`src/rtl/uart_rx_ctrl.sv`:
```
// UART receive-side controller: show-ahead RX FIFO between the RX engine and the register block,
// with sticky overrun, character-timeout tracking and a registered level interrupt.
module uart_rx_ctrl #(
    parameter int unsigned  DEPTH         = 16,
    parameter int unsigned  TIMEOUT_TICKS = 640,
    localparam int unsigned CW            = $clog2(DEPTH) + 1
) (
    input  logic          clk,
    input  logic          a_resetn,
    input  logic          b_tick,
    input  logic          rx_en,
    input  logic          rx_done,
    input  logic [7:0]    rx_data,
    input  logic          rd_en,
    input  logic          flush,
    input  logic          ovr_clr,
    input  logic [CW-1:0] thresh,
    output logic [7:0]    rd_data,
    output logic          rd_valid,
    output logic [CW-1:0] fifo_count,
    output logic          overrun,
    output logic          timeout_flag,
    output logic          irq
);

    localparam int unsigned PW = CW - 1;
    localparam int unsigned TW = $clog2(TIMEOUT_TICKS + 1);

    typedef enum logic [1:0] {
        T_EMPTY   = 2'd0,
        T_COUNT   = 2'd1,
        T_EXPIRED = 2'd2
    } tstate_t;

    logic [7:0]    r_mem [DEPTH];
    logic [PW-1:0] r_wr_ptr;
    logic [PW-1:0] r_rd_ptr;
    logic [CW-1:0] r_count;
    logic [7:0]    r_rd_data;
    logic          r_rd_valid;
    logic          r_overrun;
    logic          r_to_flag;
    logic          r_irq;
    tstate_t       r_state;
    logic [TW-1:0] r_timer;

    logic          w_full;
    logic          w_pop;
    logic          w_push;
    logic          w_wr_en;
    logic          w_ovr_set;
    logic [PW-1:0] w_wr_ptr_nxt;
    logic [PW-1:0] w_rd_ptr_nxt;
    logic [CW-1:0] w_count_nxt;
    logic [7:0]    w_rd_data_nxt;
    logic          w_overrun_nxt;
    logic          w_irq_nxt;
    tstate_t       w_state_nxt;
    logic [TW-1:0] w_timer_nxt;
    logic          w_to_flag_nxt;

    // FIFO pointer/count update; flush overrides any push or pop in the same cycle
    always_comb begin
        w_full        = (r_count == CW'(DEPTH));
        w_pop         = rd_en & r_rd_valid;
        w_push        = rx_done & rx_en & (~w_full | w_pop);
        w_ovr_set     = rx_done & rx_en & w_full & ~w_pop;
        w_wr_en       = w_push & ~flush;
        w_wr_ptr_nxt  = r_wr_ptr;
        w_rd_ptr_nxt  = r_rd_ptr;
        w_count_nxt   = r_count;
        w_rd_data_nxt = 8'h00;

        if (flush) begin
            w_wr_ptr_nxt = '0;
            w_rd_ptr_nxt = '0;
            w_count_nxt  = '0;
        end else begin
            if (w_push) begin
                w_wr_ptr_nxt = r_wr_ptr + PW'(1);
            end
            if (w_pop) begin
                w_rd_ptr_nxt = r_rd_ptr + PW'(1);
            end
            if (w_push && !w_pop) begin
                w_count_nxt = r_count + CW'(1);
            end else if (w_pop && !w_push) begin
                w_count_nxt = r_count - CW'(1);
            end
        end

        // Next head is the byte being written this cycle when it lands in the new read slot
        if (w_count_nxt == '0) begin
            w_rd_data_nxt = 8'h00;
        end else if (w_push && (w_rd_ptr_nxt == r_wr_ptr)) begin
            w_rd_data_nxt = rx_data;
        end else begin
            w_rd_data_nxt = r_mem[w_rd_ptr_nxt];
        end
    end

    always_comb begin
        w_overrun_nxt = r_overrun;
        if (w_ovr_set) begin
            w_overrun_nxt = 1'b1;
        end else if (ovr_clr) begin
            w_overrun_nxt = 1'b0;
        end
        w_irq_nxt = ((thresh != '0) && (r_count >= thresh)) | r_to_flag | r_overrun;
    end

    // Character-timeout FSM: next state, timer and flag
    always_comb begin
        w_state_nxt   = r_state;
        w_timer_nxt   = r_timer;
        w_to_flag_nxt = r_to_flag;

        if (flush) begin
            w_state_nxt   = T_EMPTY;
            w_timer_nxt   = '0;
            w_to_flag_nxt = 1'b0;
        end else begin
            case (r_state)
                T_EMPTY: begin
                    w_timer_nxt   = '0;
                    w_to_flag_nxt = 1'b0;
                    if (w_push) begin
                        w_state_nxt = T_COUNT;
                    end
                end
                T_COUNT: begin
                    if (w_count_nxt == '0) begin
                        w_state_nxt = T_EMPTY;
                        w_timer_nxt = '0;
                    end else if (w_push || w_pop) begin
                        w_timer_nxt = '0;
                    end else if (b_tick) begin
                        w_timer_nxt = r_timer + TW'(1);
                        if (r_timer + TW'(1) == TW'(TIMEOUT_TICKS)) begin
                            w_state_nxt   = T_EXPIRED;
                            w_to_flag_nxt = 1'b1;
                        end
                    end
                end
                T_EXPIRED: begin
                    if (w_push || w_pop) begin
                        w_state_nxt   = (w_count_nxt == '0) ? T_EMPTY : T_COUNT;
                        w_timer_nxt   = '0;
                        w_to_flag_nxt = 1'b0;
                    end
                end
                default: begin
                    w_state_nxt   = T_EMPTY;
                    w_timer_nxt   = '0;
                    w_to_flag_nxt = 1'b0;
                end
            endcase
        end
    end

    always_ff @(posedge clk or negedge a_resetn) begin
        if (!a_resetn) begin
            r_wr_ptr   <= '0;
            r_rd_ptr   <= '0;
            r_count    <= '0;
            r_rd_data  <= 8'h00;
            r_rd_valid <= 1'b0;
            r_overrun  <= 1'b0;
            r_irq      <= 1'b0;
        end else begin
            r_wr_ptr   <= w_wr_ptr_nxt;
            r_rd_ptr   <= w_rd_ptr_nxt;
            r_count    <= w_count_nxt;
            r_rd_data  <= w_rd_data_nxt;
            r_rd_valid <= (w_count_nxt != '0);
            r_overrun  <= w_overrun_nxt;
            r_irq      <= w_irq_nxt;
        end
    end

    always_ff @(posedge clk or negedge a_resetn) begin
        if (!a_resetn) begin
            r_state   <= T_EMPTY;
            r_timer   <= '0;
            r_to_flag <= 1'b0;
        end else begin
            r_state   <= w_state_nxt;
            r_timer   <= w_timer_nxt;
            r_to_flag <= w_to_flag_nxt;
        end
    end

    // Storage array needs no reset: contents are only visible once written
    always_ff @(posedge clk) begin
        if (w_wr_en) begin
            r_mem[r_wr_ptr] <= rx_data;
        end
    end

    assign rd_data      = r_rd_data;
    assign rd_valid     = r_rd_valid;
    assign fifo_count   = r_count;
    assign overrun      = r_overrun;
    assign timeout_flag = r_to_flag;
    assign irq          = r_irq;

endmodule

```
`config.mk`:
```
export PLATFORM = sky130hd
export DESIGN_NAME = uart_rx_ctrl
export DESIGN_NICKNAME = d
export VERILOG_FILES = /design/src/rtl/uart_rx_ctrl.sv
export SDC_FILE = /design/constraint.sdc
export NUM_CORES = 1
export LEC_CHECK = 0
export ABC_AREA = 1
export BUFFER_PORTS_ARGS = -buffer_cell sky130_fd_sc_hd__buf_2
export CAP_MARGIN = 25
export CELL_PAD_IN_SITES_DETAIL_PLACEMENT = 1
export CELL_PAD_IN_SITES_GLOBAL_PLACEMENT = 2
export CORE_MARGIN = 5
export CORE_UTILIZATION = 36
export DETAILED_ROUTE_END_ITERATION = 6
export GPL_ROUTABILITY_DRIVEN = 0
export PLACE_DENSITY_LB_ADDON = 0.2
export SLEW_MARGIN = 20
export SYNTH_ARGS = -nofsm -noshare
export SYNTH_HDL_FRONTEND = slang
export SYNTH_SLANG_ARGS = --single-unit
```
`constraint.sdc`:
```
create_clock -name clk -period 2.3 [get_ports clk]
set_clock_uncertainty 0.1 [all_clocks]
set_input_delay 0.115 -clock clk [delete_from_list [all_inputs] [get_ports clk]]
set_output_delay 0.115 -clock clk [all_outputs]
set_load 0.05 [all_outputs]
```
==> flow_summary.json <==
{
  "outcome": "finished, final reports clean",
  "clkTransAtPathRegs_ns": 0.06,
  "min_period_over_period_pct": 94.74,
  "first_pass_iters": 4,
  "numPortBuffers": 37,
  "synth.cell_area_sq_um": 7936,
  "relSlewSlack_pct": 52.74,
  "antenna_found_initial": 0,
  "r2r-start": "r_rd_ptr[1]$_DFF_PN0_",
  "syn2layout_area_growth_pct": 19.45,
  "antenna_cells": 0,
  "drtIter0Drc": 372,
  "post-route-min-period_ns": 2.179,
  "hp-start": "thresh[3]",
  "path_max_fanout": 10,
  "core-area_sq_um": 21760,
  "dieArea_sq_um": 25110,
  "use_met2_pct": 31.52,
  "regArea_sq_um": 4772,
  "hold_end": "irq$_DFF_PN0_",
  "r2r-end": "rd_data[0]$_DFF_PN0_",
  "slew_violations": 0,
  "tightest_slew_ns": 0.7051,
  "yosys_warnings": 0,
  "hold_viol": 0,
  "die_w_microns": 158.5,
  "power.leakage_uw": 0.003961,
  "vias_per_cell": 5.091,
  "ys_types": 36,
  "clock.fmax_mhz": 458.9,
  "start_util_pct": 36.48,
  "routedWlPerCell_microns": 19.10,
  "powerDensity_nw_per_um2": 942.5,
  "grt.overflow.total": 0,
  "dp_slack_ns": 0.01063,
  "grt_start_max_net_pins": 67,
  "grt_pass1_wl_microns": 35540,
  "dieHeight_microns": 158.5,
  "num_io_pins": 38,
  "critPathRequiredTime_ns": 2.57,
  "power_uw": 8936,
  "core.rowCount": 54,
  "num_vias": 5946,
  "synth_nets": 821,
  "utilization_pct": 43.58,
  "cp-end-kind": "flop",
  "cts_inserted_buffers": 17,
  "layout_commonest_cell": "nand2_1",
  "nets": 909,
  "fillCellCount": 2447,
  "ys_ff_latch": 165,
  "drive_gt1_share_pct": 22.75,
  "layout_common_cells": "nand2_1, edfxtp_1, nand3_1",
  "grt_pass1_vias": 6362,
  "critical_path_class": "flop to flop",
  "arrival_ns": 2.45,
  "numClockSinks": 165,
  "place_hpwl_microns": 15060,
  "r2r_cells": 12,
  "clk_latency_ns": 0.43,
  "maxCapViolations": 0,
  "ys_seq_area_share_pct": 60.10,
  "ant_nets": 0,
  "fin_ws_ns": 0.1209,
  "ctsLongestPathBuffers": 2,
  "tritoncts": "done",
  "max-vdd-ir-drop_uv": 590.3,
  "ff2ff_setup_slack_ns": 0.12,
  "min_path_cells": 5,
  "top_usage_layer": "met2",
  "setup_viol": 0,
  "multi_input_area_sq_um": 2819,
  "use_met3_pct": 4.132,
  "cts_max_level": 4,
  "syn_avg_cell_area_sq_um": 10.08,
  "track_usage_pct": 18.70,
  "rsz0062_at_grt": "yes",
  "drcViolationCount": 0,
  "hold_path_class": "primary input to flop",
  "grt_use_met1_pct": 24.22,
  "syn_inst": 787,
  "routed_wl_microns": 22300,
  "cts_root_buffer": "clkbuf_16",
  "start_kind": "flop"
}
cells by family (layout without fill, tap and decap cells):
group | after synthesis | in the layout | share of synthesized area, %
buf+inv | 94 | 195 | 5.644
flops | 165 | 165 | 60.10
simple gates | 483 | 483 | 28.80
xor+xnor | 3 | 3 | 0.4258
compound gates | 29 | 29 | 2.980
fa+ha+maj | 13 | 13 | 2.050
worst max-delay path, stage by stage (launching register included):
cell and delay (ns):
dfrtp_1 0.40, ha_1 0.31, or2_4 0.26, nand3_4 0.12, inv_6 0.07, buf_4 0.18, nand3_1 0.11, nand3_1 0.08
nand3_1 0.16, nand2_1 0.09, nand2_1 0.08, o211ai_2 0.07, inv_1 0.08
registers in the layout (all words and copies together), names as in the netlist, 2 cells and up:
name,cells
fifo_count,5
r_mem,128
r_rd_ptr,4
r_state,2
r_timer,10
r_wr_ptr,4
rd_data,8
through the flow:
stage / cell area (sq um) / TNS, ns / instances / hold WS [ns]
after global placement: 8710 / 0 / 1125 / 0.02656
after global routing: 9480 / -0.007285 / 1168 / 0.0002236
after CTS: 9340 / 0 / 1163 / 0.004994
after detailed placement: 8710 / 0 / 1125 / 0.03006
after floorplan: 7959 / -10.17 / 787 / -0.2806
final: 9480 / 0 / 1168 / 0.01382
what timing repair did:
| item | CTS | global route |
|---|---|---|
| endpoints found under the setup margin | 5 | 92 |
| gates cloned | 0 | 1 |
| setup buffers | 0 | 4 |
| hold endpoints to repair | 52 | 0 |
| pin swaps | 0 | 9 |
| gates resized for setup | 3 | 27 |
| hold buffers | 6 | 0 |
synth_stat cells (all sizes together):
cell    number  area [sq um]
a21oi        9         56.31
clkbuf       1         3.750
dfrtp       37         925.9
buf         29         201.4
or2          1         6.260
nand3      155         925.9
a22o         1         8.760
a21o         1         8.760
o21bai       2         18.77
o22ai        3         18.77
ha          13         162.7
xor2         3         33.79
inv         64         242.7
edfxtp     128          3844
nor3        15         75.07
o211ai       8         100.1
nor2        46         212.7
nand4       12         75.07
nand2      254         990.9
o21ai        5         25.02
how the worst max path moves through the flow:
| stage | startpoint | end | slack (ns) | depth (start not counted) |
|---|---|---|---|---|
| 2_1_floorplan | fifo_count[0]$_DFF_PN0_ | r_mem[0][0]$_DFFE_PP_ | -0.11 | 7 |
| 3_3_place_gp | r_rd_ptr[0]$_DFF_PN0_ | rd_data[7]$_DFF_PN0_ | 0.04 | 12 |
| 3_5_place_dp | r_rd_ptr[0]$_DFF_PN0_ | rd_data[6]$_DFF_PN0_ | 0.01 | 12 |
| 4_1_cts | r_rd_ptr[0]$_DFF_PN0_ | rd_data[5]$_DFF_PN0_ | 0.003 | 12 |
| 5_1_grt | fifo_count[0]$_DFF_PN0_ | r_mem[3][4]$_DFFE_PP_ | -0.003 | 7 |
| 6_report | r_rd_ptr[1]$_DFF_PN0_ | rd_data[0]$_DFF_PN0_ | 0.12 | 12 |
power breakdown:
part	total [uW]	switching, uW	internal (uW)	leakage (uW)
registers	3470	105	3370	0.00164
logic	2730	1890	843	0.00205
clock network	2730	1230	1500	0.000272
metal layers:
layer  vias up  share of wire (%)
li1       2848                  -
met1      2977                 44
met2        91                 51
met3        30                3.2
met4         0                1.8
met5         -                  0
layout make-up:
type | instances | share of cell area [%]
tap | 280 | 3.695
inverter | 64 | 2.640
multi-input combinational | 528 | 29.73
clock buffer | 18 | 4.527
timing repair buffer | 99 | 7.721
clock inverter | 14 | 1.346
sequential | 165 | 50.34
(Power assumes the default switching activity.)
